**src/rtl/mb20_read_sequencer_if.sv**
```systemverilog
// Bundle of requester-side and MB20 MBUS-side signals around mb20_read_sequencer.
// parErr exists only when MB20_SEQ_PARITY_CHECK_EN is defined.
interface mb20_read_sequencer_if #(
  parameter int ADR_W = 22
);
  logic [1:0]       req;
  logic [ADR_W-1:0] reqAdr0;
  logic [ADR_W-1:0] reqAdr1;
  logic [0:3]       reqRq0;
  logic [0:3]       reqRq1;

  logic [1:0]       grant;
  logic [35:0]      wordOut;
  logic [1:0]       wordIdx;
  logic             wordValid;
  logic             done;
  logic             nxm;

  logic             memStart;
  logic             memRdRq;
  logic [0:3]       memRq;
  logic [ADR_W-1:0] memAdr;
  logic             memAdrHold;
  logic             memAckn;
  logic             memValid;
  logic [35:0]      memD;
  logic             memPar;

`ifdef MB20_SEQ_PARITY_CHECK_EN
  logic             parErr;
`endif

  // Sequencer side: consumes requests and memory responses, drives grant/data/MBUS.
  modport master (
`ifdef MB20_SEQ_PARITY_CHECK_EN
    output parErr,
`endif
    input  req, reqAdr0, reqAdr1, reqRq0, reqRq1,
           memAckn, memValid, memD, memPar,
    output grant, wordOut, wordIdx, wordValid, done, nxm,
           memStart, memRdRq, memRq, memAdr, memAdrHold
  );

  modport slave (
`ifdef MB20_SEQ_PARITY_CHECK_EN
    input  parErr,
`endif
    output req, reqAdr0, reqAdr1, reqRq0, reqRq1,
           memAckn, memValid, memD, memPar,
    input  grant, wordOut, wordIdx, wordValid, done, nxm,
           memStart, memRdRq, memRq, memAdr, memAdrHold
  );
endinterface

```
**src/rtl/mb20_read_sequencer.sv**
```systemverilog
// Shares one MB20 MBUS read phase between two requesters: round-robin grant, START/RQ/ADR
// sequencing, edge-detected word capture and ACKN timeout (NXM).
// Optional MB20_SEQ_PARITY_CHECK_EN adds an odd-parity error strobe (parErr).
module mb20_read_sequencer #(
  parameter int ACK_TIMEOUT = 64,
  parameter int ADR_W       = 22
) (
  input  logic                 clk,
  input  logic                 reset,
  mb20_read_sequencer_if.master io_bus
);

  localparam int               TMR_W    = $clog2(ACK_TIMEOUT) + 1;
  localparam logic [TMR_W-1:0] TMR_LAST = TMR_W'(ACK_TIMEOUT - 1);

  typedef enum logic [1:0] {
    S_IDLE,
    S_START,
    S_XFER
  } state_t;

  state_t           r_state;
  state_t           w_nextState;

  logic [1:0]       r_grant;
  logic             r_prio;
  logic [ADR_W-1:0] r_adr;
  logic [0:3]       r_mask;
  logic [2:0]       r_expect;
  logic [2:0]       r_captured;
  logic [TMR_W-1:0] r_timer;
  logic             r_validQ;
  logic [35:0]      r_wordOut;
  logic [1:0]       r_wordIdx;
  logic             r_wordValid;
  logic             r_done;
  logic             r_nxm;

  logic             w_pick;
  logic [ADR_W-1:0] w_pickAdr;
  logic [0:3]       w_pickMask;
  logic [1:0]       w_pickGrant;
  logic             w_grantNow;
  logic             w_capture;
  logic             w_timeout;
  logic             w_finished;
  logic [1:0]       w_captureIdx;

  function automatic logic [2:0] countBits(input logic [0:3] mask);
    logic [2:0] n;
    n = '0;
    for (int j = 0; j < 4; j++) begin
      n = n + {2'b00, mask[j]};
    end
    return n;
  endfunction

  // Offset from the starting word of the k-th set mask bit (mask bit j = start word + j).
  function automatic logic [1:0] slotOf(input logic [0:3] mask, input logic [2:0] k);
    logic [2:0] seen;
    logic [1:0] pos;
    seen = '0;
    pos  = '0;
    for (int j = 0; j < 4; j++) begin
      if (mask[j]) begin
        if (seen == k) pos = 2'(j);
        seen = seen + 3'd1;
      end
    end
    return pos;
  endfunction

  always_comb begin
    w_pick = 1'b0;
    if (io_bus.req == 2'b11) w_pick = r_prio;
    else                     w_pick = io_bus.req[1];
    w_pickAdr   = w_pick ? io_bus.reqAdr1 : io_bus.reqAdr0;
    w_pickMask  = w_pick ? io_bus.reqRq1  : io_bus.reqRq0;
    w_pickGrant = w_pick ? 2'b10 : 2'b01;
  end

  // r_done blocks a re-grant so consecutive cycles always see one idle clock between them.
  assign w_grantNow   = (r_state == S_IDLE) && !r_done && (io_bus.req != 2'b00);
  assign w_capture    = (r_state != S_IDLE) && io_bus.memValid && !r_validQ &&
                        (r_captured != r_expect);
  assign w_timeout    = (r_state != S_IDLE) && (r_timer == TMR_LAST) &&
                        !w_capture && !io_bus.memAckn;
  assign w_finished   = (r_state == S_XFER) && (r_captured == r_expect);
  assign w_captureIdx = r_adr[1:0] + slotOf(r_mask, r_captured);

  always_ff @(posedge clk or posedge reset) begin
    if (reset) r_state <= S_IDLE;
    else       r_state <= w_nextState;
  end

  always_comb begin
    w_nextState = r_state;
    case (r_state)
      S_IDLE: begin
        if (w_grantNow && (w_pickMask != 4'b0000)) w_nextState = S_START;
      end
      S_START: begin
        if (w_timeout)               w_nextState = S_IDLE;
        else if (io_bus.memAckn)     w_nextState = S_XFER;
      end
      S_XFER: begin
        if (w_finished || w_timeout) w_nextState = S_IDLE;
      end
      default: w_nextState = S_IDLE;
    endcase
  end

  always_comb begin
    io_bus.memStart   = 1'b0;
    io_bus.memAdrHold = 1'b0;
    io_bus.memRdRq    = 1'b0;
    io_bus.memRq      = 4'b0000;
    io_bus.memAdr     = '0;
    if (r_state == S_START) begin
      io_bus.memStart   = 1'b1;
      io_bus.memAdrHold = 1'b1;
    end
    if (r_state != S_IDLE) begin
      io_bus.memRdRq = 1'b1;
      io_bus.memRq   = r_mask;
      io_bus.memAdr  = r_adr;
    end
  end

  always_ff @(posedge clk or posedge reset) begin
    if (reset) begin
      r_grant     <= 2'b00;
      r_prio      <= 1'b0;
      r_adr       <= '0;
      r_mask      <= 4'b0000;
      r_expect    <= '0;
      r_captured  <= '0;
      r_timer     <= '0;
      r_validQ    <= 1'b0;
      r_wordOut   <= '0;
      r_wordIdx   <= '0;
      r_wordValid <= 1'b0;
      r_done      <= 1'b0;
      r_nxm       <= 1'b0;
    end else begin
      r_validQ    <= io_bus.memValid;
      r_wordValid <= w_capture;
      r_done      <= 1'b0;
      r_nxm       <= 1'b0;
      if (w_capture) begin
        r_wordOut  <= io_bus.memD;
        r_wordIdx  <= w_captureIdx;
        r_captured <= r_captured + 3'd1;
      end
      case (r_state)
        S_IDLE: begin
          if (w_grantNow) begin
            r_grant    <= w_pickGrant;
            r_prio     <= ~w_pick;
            r_adr      <= w_pickAdr;
            r_mask     <= w_pickMask;
            r_expect   <= countBits(w_pickMask);
            r_captured <= '0;
            r_timer    <= '0;
            if (w_pickMask == 4'b0000) r_done <= 1'b1;
          end else begin
            r_grant <= 2'b00;
          end
        end
        S_START, S_XFER: begin
          if (io_bus.memAckn || w_capture) r_timer <= '0;
          else                             r_timer <= r_timer + TMR_W'(1);
          if (w_finished || w_timeout) begin
            r_done  <= 1'b1;
            r_nxm   <= !w_finished;
            r_grant <= 2'b00;
          end
        end
        default: r_grant <= 2'b00;
      endcase
    end
  end

`ifdef MB20_SEQ_PARITY_CHECK_EN
  logic r_parErr;

  // Odd parity: memPar should equal the inverted XOR of the data word.
  always_ff @(posedge clk or posedge reset) begin
    if (reset) r_parErr <= 1'b0;
    else       r_parErr <= w_capture && (io_bus.memPar != ~^io_bus.memD);
  end

  assign io_bus.parErr = r_parErr;
`endif

  assign io_bus.grant     = r_grant;
  assign io_bus.wordOut   = r_wordOut;
  assign io_bus.wordIdx   = r_wordIdx;
  assign io_bus.wordValid = r_wordValid;
  assign io_bus.done      = r_done;
  assign io_bus.nxm       = r_nxm;

endmodule

```
**src/flat_wrapper.sv**
```systemverilog
// flat-port wrapper written by rule: the top's interface ports become plain ports
module mb20_read_sequencer_flat 
#(
  parameter int ACK_TIMEOUT = 64,
  parameter int ADR_W       = 22
)
  (clk, reset, io_bus_req, io_bus_reqAdr0, io_bus_reqAdr1, io_bus_reqRq0, io_bus_reqRq1, io_bus_memAckn, io_bus_memValid, io_bus_memD, io_bus_memPar, io_bus_grant, io_bus_wordOut, io_bus_wordIdx, io_bus_wordValid, io_bus_done, io_bus_nxm, io_bus_memStart, io_bus_memRdRq, io_bus_memRq, io_bus_memAdr, io_bus_memAdrHold);
  mb20_read_sequencer_if #(.ADR_W(ADR_W)) io_bus_i ();
  input  logic clk;
  input  logic reset;
  input wire logic [$bits(io_bus_i.req)-1:0] io_bus_req;
  input wire logic [$bits(io_bus_i.reqAdr0)-1:0] io_bus_reqAdr0;
  input wire logic [$bits(io_bus_i.reqAdr1)-1:0] io_bus_reqAdr1;
  input wire logic [$bits(io_bus_i.reqRq0)-1:0] io_bus_reqRq0;
  input wire logic [$bits(io_bus_i.reqRq1)-1:0] io_bus_reqRq1;
  input wire logic [$bits(io_bus_i.memAckn)-1:0] io_bus_memAckn;
  input wire logic [$bits(io_bus_i.memValid)-1:0] io_bus_memValid;
  input wire logic [$bits(io_bus_i.memD)-1:0] io_bus_memD;
  input wire logic [$bits(io_bus_i.memPar)-1:0] io_bus_memPar;
  output wire logic [$bits(io_bus_i.grant)-1:0] io_bus_grant;
  output wire logic [$bits(io_bus_i.wordOut)-1:0] io_bus_wordOut;
  output wire logic [$bits(io_bus_i.wordIdx)-1:0] io_bus_wordIdx;
  output wire logic [$bits(io_bus_i.wordValid)-1:0] io_bus_wordValid;
  output wire logic [$bits(io_bus_i.done)-1:0] io_bus_done;
  output wire logic [$bits(io_bus_i.nxm)-1:0] io_bus_nxm;
  output wire logic [$bits(io_bus_i.memStart)-1:0] io_bus_memStart;
  output wire logic [$bits(io_bus_i.memRdRq)-1:0] io_bus_memRdRq;
  output wire logic [$bits(io_bus_i.memRq)-1:0] io_bus_memRq;
  output wire logic [$bits(io_bus_i.memAdr)-1:0] io_bus_memAdr;
  output wire logic [$bits(io_bus_i.memAdrHold)-1:0] io_bus_memAdrHold;
  assign io_bus_i.req = io_bus_req;
  assign io_bus_i.reqAdr0 = io_bus_reqAdr0;
  assign io_bus_i.reqAdr1 = io_bus_reqAdr1;
  assign io_bus_i.reqRq0 = io_bus_reqRq0;
  assign io_bus_i.reqRq1 = io_bus_reqRq1;
  assign io_bus_i.memAckn = io_bus_memAckn;
  assign io_bus_i.memValid = io_bus_memValid;
  assign io_bus_i.memD = io_bus_memD;
  assign io_bus_i.memPar = io_bus_memPar;
  assign io_bus_grant = io_bus_i.grant;
  assign io_bus_wordOut = io_bus_i.wordOut;
  assign io_bus_wordIdx = io_bus_i.wordIdx;
  assign io_bus_wordValid = io_bus_i.wordValid;
  assign io_bus_done = io_bus_i.done;
  assign io_bus_nxm = io_bus_i.nxm;
  assign io_bus_memStart = io_bus_i.memStart;
  assign io_bus_memRdRq = io_bus_i.memRdRq;
  assign io_bus_memRq = io_bus_i.memRq;
  assign io_bus_memAdr = io_bus_i.memAdr;
  assign io_bus_memAdrHold = io_bus_i.memAdrHold;
  mb20_read_sequencer #(.ACK_TIMEOUT(ACK_TIMEOUT), .ADR_W(ADR_W)) u_core (.clk(clk), .reset(reset), .io_bus(io_bus_i));
endmodule
```
**config.mk**
```make
export PLATFORM = sky130hd
export DESIGN_NAME = mb20_read_sequencer_flat
export DESIGN_NICKNAME = d
export VERILOG_FILES = /design/src/rtl/mb20_read_sequencer_if.sv /design/src/rtl/mb20_read_sequencer.sv /design/src/flat_wrapper.sv
export SDC_FILE = /design/constraint.sdc
export NUM_CORES = 1
export LEC_CHECK = 0
export CELL_PAD_IN_SITES_DETAIL_PLACEMENT = 0
export CELL_PAD_IN_SITES_GLOBAL_PLACEMENT = 1
export CORE_ASPECT_RATIO = 0.6
export CORE_MARGIN = 1.5
export CORE_UTILIZATION = 36
export CTS_CLUSTER_SIZE = 20
export DETAILED_ROUTE_END_ITERATION = 8
export PLACE_DENSITY_LB_ADDON = 0.1
export RECOVER_POWER = 50
export SETUP_SLACK_MARGIN = 0.02
export SLEW_MARGIN = 30
export SYNTH_ARGS = -nofsm -noshare
export SYNTH_HDL_FRONTEND = slang
export SYNTH_SLANG_ARGS = --single-unit
```
**constraint.sdc**
```tcl
create_clock -name clk -period 4.8 [get_ports clk]
set_input_delay 0.96 -clock clk [delete_from_list [all_inputs] [get_ports clk]]
set_output_delay 0.96 -clock clk [all_outputs]
set_load 0.02 [all_outputs]
```
==> results.cfg <==
[cts]
cts_sinks = 86
clock_latency_ps = 330
cts_setup_buffers = 0
hold_buffers = 0
cts.clk_slew.worst_paths_ps = 60
cts_tree = built
ctsResizeCount = 0
clockBufferDepth = 2
cts_buffers = 9
cts_root_buf = clkbuf_16
htreeDepth = 3

[worst_setup_path]
crit_path_start_kind = primary input
rr_worst_depth = 7
end_kind = register
regToRegSetupSlack_ps = 1590
critPathMaxStageDelay_ps = 1020
critical-path-top-delay-family = buffers and inverters
crit_required_ps = 5020
endpoint = u_core.io_bus.wordOut[34]
worst-path-stages = 6
path_cells = dlygate4sd3_1, nand2b_1, a311oi_4, clkbuf_1, buf_4, mux2_2
worstPathArrival_ps = 3820
crit_fanout = 26
critPathLaunch = io_bus_memValid
crit_slowest_cell = clkbuf_1
crit_type = in -> reg
path_buf_inv = 3
reg2reg_to = u_core.io_bus.wordOut[34]
rr_startpoint = u_core.r_state[0]

[outcome]
violations = max-capacitance violations, max-slew violations
status = finished, violations left

[timing]
slew_violations = 33
slew_headroom_pct = -19.9
clock.fmax_mhz = 277
hold_viol_final = 0
period_needed_ps = 3610
finalSetupViolCount = 0
rsz0062_at_grt = no
fin_tns_setup_ps = 0
fin_crit_sh_pct = 75.1
skew_ps = 6.25
setup_slack_ps = 1190
worst_slew_pin_slew_ps = 1800

[pwr]
switching_share_pct = 39.0
combPwrFrac_pct = 52.0
p_per_area_mw_per_mm2 = 631
p_int_w = 0.00247
seq_power_share_pct = 30.3
p_leak_nw = 2.79
p_switching_w = 0.00158
clkPwrFrac_pct = 17.7
ir_worst_vdd_mv = 0.285

[logic_synthesis]
synth-async-reset-ratio_pct = 100
yosysTopAreaCell = dfrtp_1
synth_area_mm2 = 0.00431
yosys_most_used_dff = dfrtp_1
syn_inst = 386
syn_nets = 495
ys_warn_count = 0
yosys_register_bits = 86
synth_area_per_cell_um2 = 11.2
ys_types = 46
netlist.area_leader.share_pct = 50.0
synth_edf_count = 0
synth.yosys.seq_area_share_pct = 50.0
synth_area_leaders = dfrtp_1 (50%), mux2_1 (6.8%), mux2i_1 (6.7%)

[global_route]
track_usage_pct = 17.3
antenna_found_initial = 0
use_met3_pct = 6.40
gr-max-usage-layer = met2
grt_use_met2_pct = 26.8
grt_overflow = 0
grt_use_met1_pct = 23.3
grt_max_degree = 60
grt_pass1_vias = 3342
grt_first_pass_wirelength_um = 16900

[final_layout]
multi_input_area_mm2 = 0.00200
nNetsFinal = 657
instances_no_fill = 713
seqCellArea_mm2 = 0.00215
n_antenna_cell = 0
drive_above_1_share_pct = 7.96
fillers = 1028
syn2layout_area_growth_pct = 48.8

[floorplan]
dieHeight_um = 87.7
rows = 30
core_area_mm2 = 0.0115
start_util_pct = 37.5
die_area_mm2 = 0.0126
ios = 167
chipWidth_um = 144

[route]
dr.pass1.iters = 4
wl_per_cell_um = 14.4
viasPerCell = 4.66
drc = 0
antenna_left = 0
finalWirelength_um = 10300
drtIter0Drc = 70
via_count = 3320

[place]
io_buffers = 165
globalplace.congestion = 0.745
dp_slack_ps = 1290
hpwlAfterDp_um = 7740
dp_cells = 697

[run]
maxCapViolations = 1

[hold_path]
hold_class = reg -> reg
[area by class of cell]
| type | count | area share, % |
|---|---|---|
| flip-flops and latches | 86 | 33.6 |
| multi-input cells | 267 | 31.2 |
| repair buffers | 172 | 26.5 |
| clock buffers | 12 | 4.00 |
| well taps | 160 | 3.13 |
| clock inverters | 4 | 0.859 |
| inverters | 12 | 0.723 |
[worst min-delay path by stage]
| stage | cells after the start | startpoint | to |
|---|---|---|---|
| after floorplan | 2 | u_core.r_adr[10] | u_core.r_adr[10] |
| after global placement | 2 | u_core.r_adr[9] | u_core.r_adr[9] |
| after detailed placement | 2 | u_core.r_adr[20] | u_core.r_adr[20] |
| after CTS | 2 | u_core.r_adr[20] | u_core.r_adr[20] |
| after global routing | 2 | u_core.r_adr[20] | u_core.r_adr[20] |
| final | 2 | u_core.r_adr[20] | u_core.r_adr[20] |
[synth_stat cells (7+ instances only)]
cell      count
mux2_2       14
mux2i_1      29
clkbuf_1      9
inv_1        12
nor2b_1      27
nor2_1       14
mux2_1       26
nand2_1      45
nand3_1       7
dfrtp_1      86
o21ai_0      37
nand2b_1      9
ha_1         13
[flip-flops by register name (all words and copies together), names as in the netlist]
name                     cells
u_core.r_state               2
u_core.io_bus.nxm            1
u_core.io_bus.wordValid      1
u_core.r_expect              3
u_core.r_adr                22
u_core.io_bus.grant          2
u_core.r_captured            3
u_core.io_bus.wordOut       36
u_core.r_prio                1
u_core.r_validQ              1
u_core.io_bus.wordIdx        2
u_core.r_mask                4
u_core.io_bus.done           1
u_core.r_timer               7
[cell families (layout without fill, tap and decap cells)]
group / Yosys count / in the layout / synth area share [%]
AO/OA/AOI/OAI: 56 / 56 / 8.49
adder cells (fa/ha/maj): 14 / 14 / 4.24
buffers and inverters: 33 / 200 / 3.57
flip-flops: 86 / 86 / 50.0
multiplexers: 69 / 69 / 17.2
XOR/XNOR: 10 / 10 / 2.56
AND/OR/NAND/NOR: 118 / 118 / 13.9
[per-stage QoR]
step	hold slack [ps]	area [um^2]	utilization (%)	total power (W)
after floorplan	442	4310	-	0.00251
after global placement	453	6100	53.1	0.00338
after detailed placement	463	6100	53.1	0.00342
after CTS	478	6410	55.8	0.00416
after global routing	497	6410	55.8	0.00434
final	472	6410	55.8	0.00404
[power by group through the flow]
stage	Clock, W	Combinational, W	Sequential (W)
2_1_floorplan	0	0.00109	0.00142
3_3_place_gp	0	0.00215	0.00123
3_5_place_dp	0	0.00218	0.00125
4_1_cts	0.000736	0.00219	0.00124
5_1_grt	0.000766	0.00230	0.00128
6_report	0.000715	0.00210	0.00123
[cell usage in the layout, fill, tap and decap left out, types with 2 or more instances in the layout]
master	Yosys	final
a21oi_1	4	4
nand3_1	7	7
dlygate4sd3_1	0	35
o31a_1	2	2
clkdlybuf4s50_1	0	130
nor2_1	14	14
clkbuf_1	9	3
inv_1	12	11
o21ai_0	37	37
dfrtp_1	86	86
buf_4	4	5
o31ai_1	2	2
mux2i_1	29	29
xnor2_2	3	3
or2_2	2	2
or3_1	2	2
nand4_1	2	2
clkinv_4	0	2
clkbuf_16	0	9
ha_1	13	13
nor2b_1	27	27
nand2_1	45	45
mux2_2	14	14
xor2_1	4	4
nand2b_1	9	9
xnor2_1	3	3
mux2_1	26	26
nor3_1	3	3
clkbuf_8	0	2
[per-layer routing]
metal	wire length, um	share of wire, %
met1	4840	47
met2	4680	45
met3	707	6.9
met4	75	0.73
met5	0	0
[tightest hold or removal path, delay by kind of cell (launching register included)]
kind	cells	cell delay, ps
flip-flops	1	340
AO/OA/AOI/OAI	1	50
AND/OR/NAND/NOR	1	40
No activity file was read; power rests on OpenSTA's default activity.
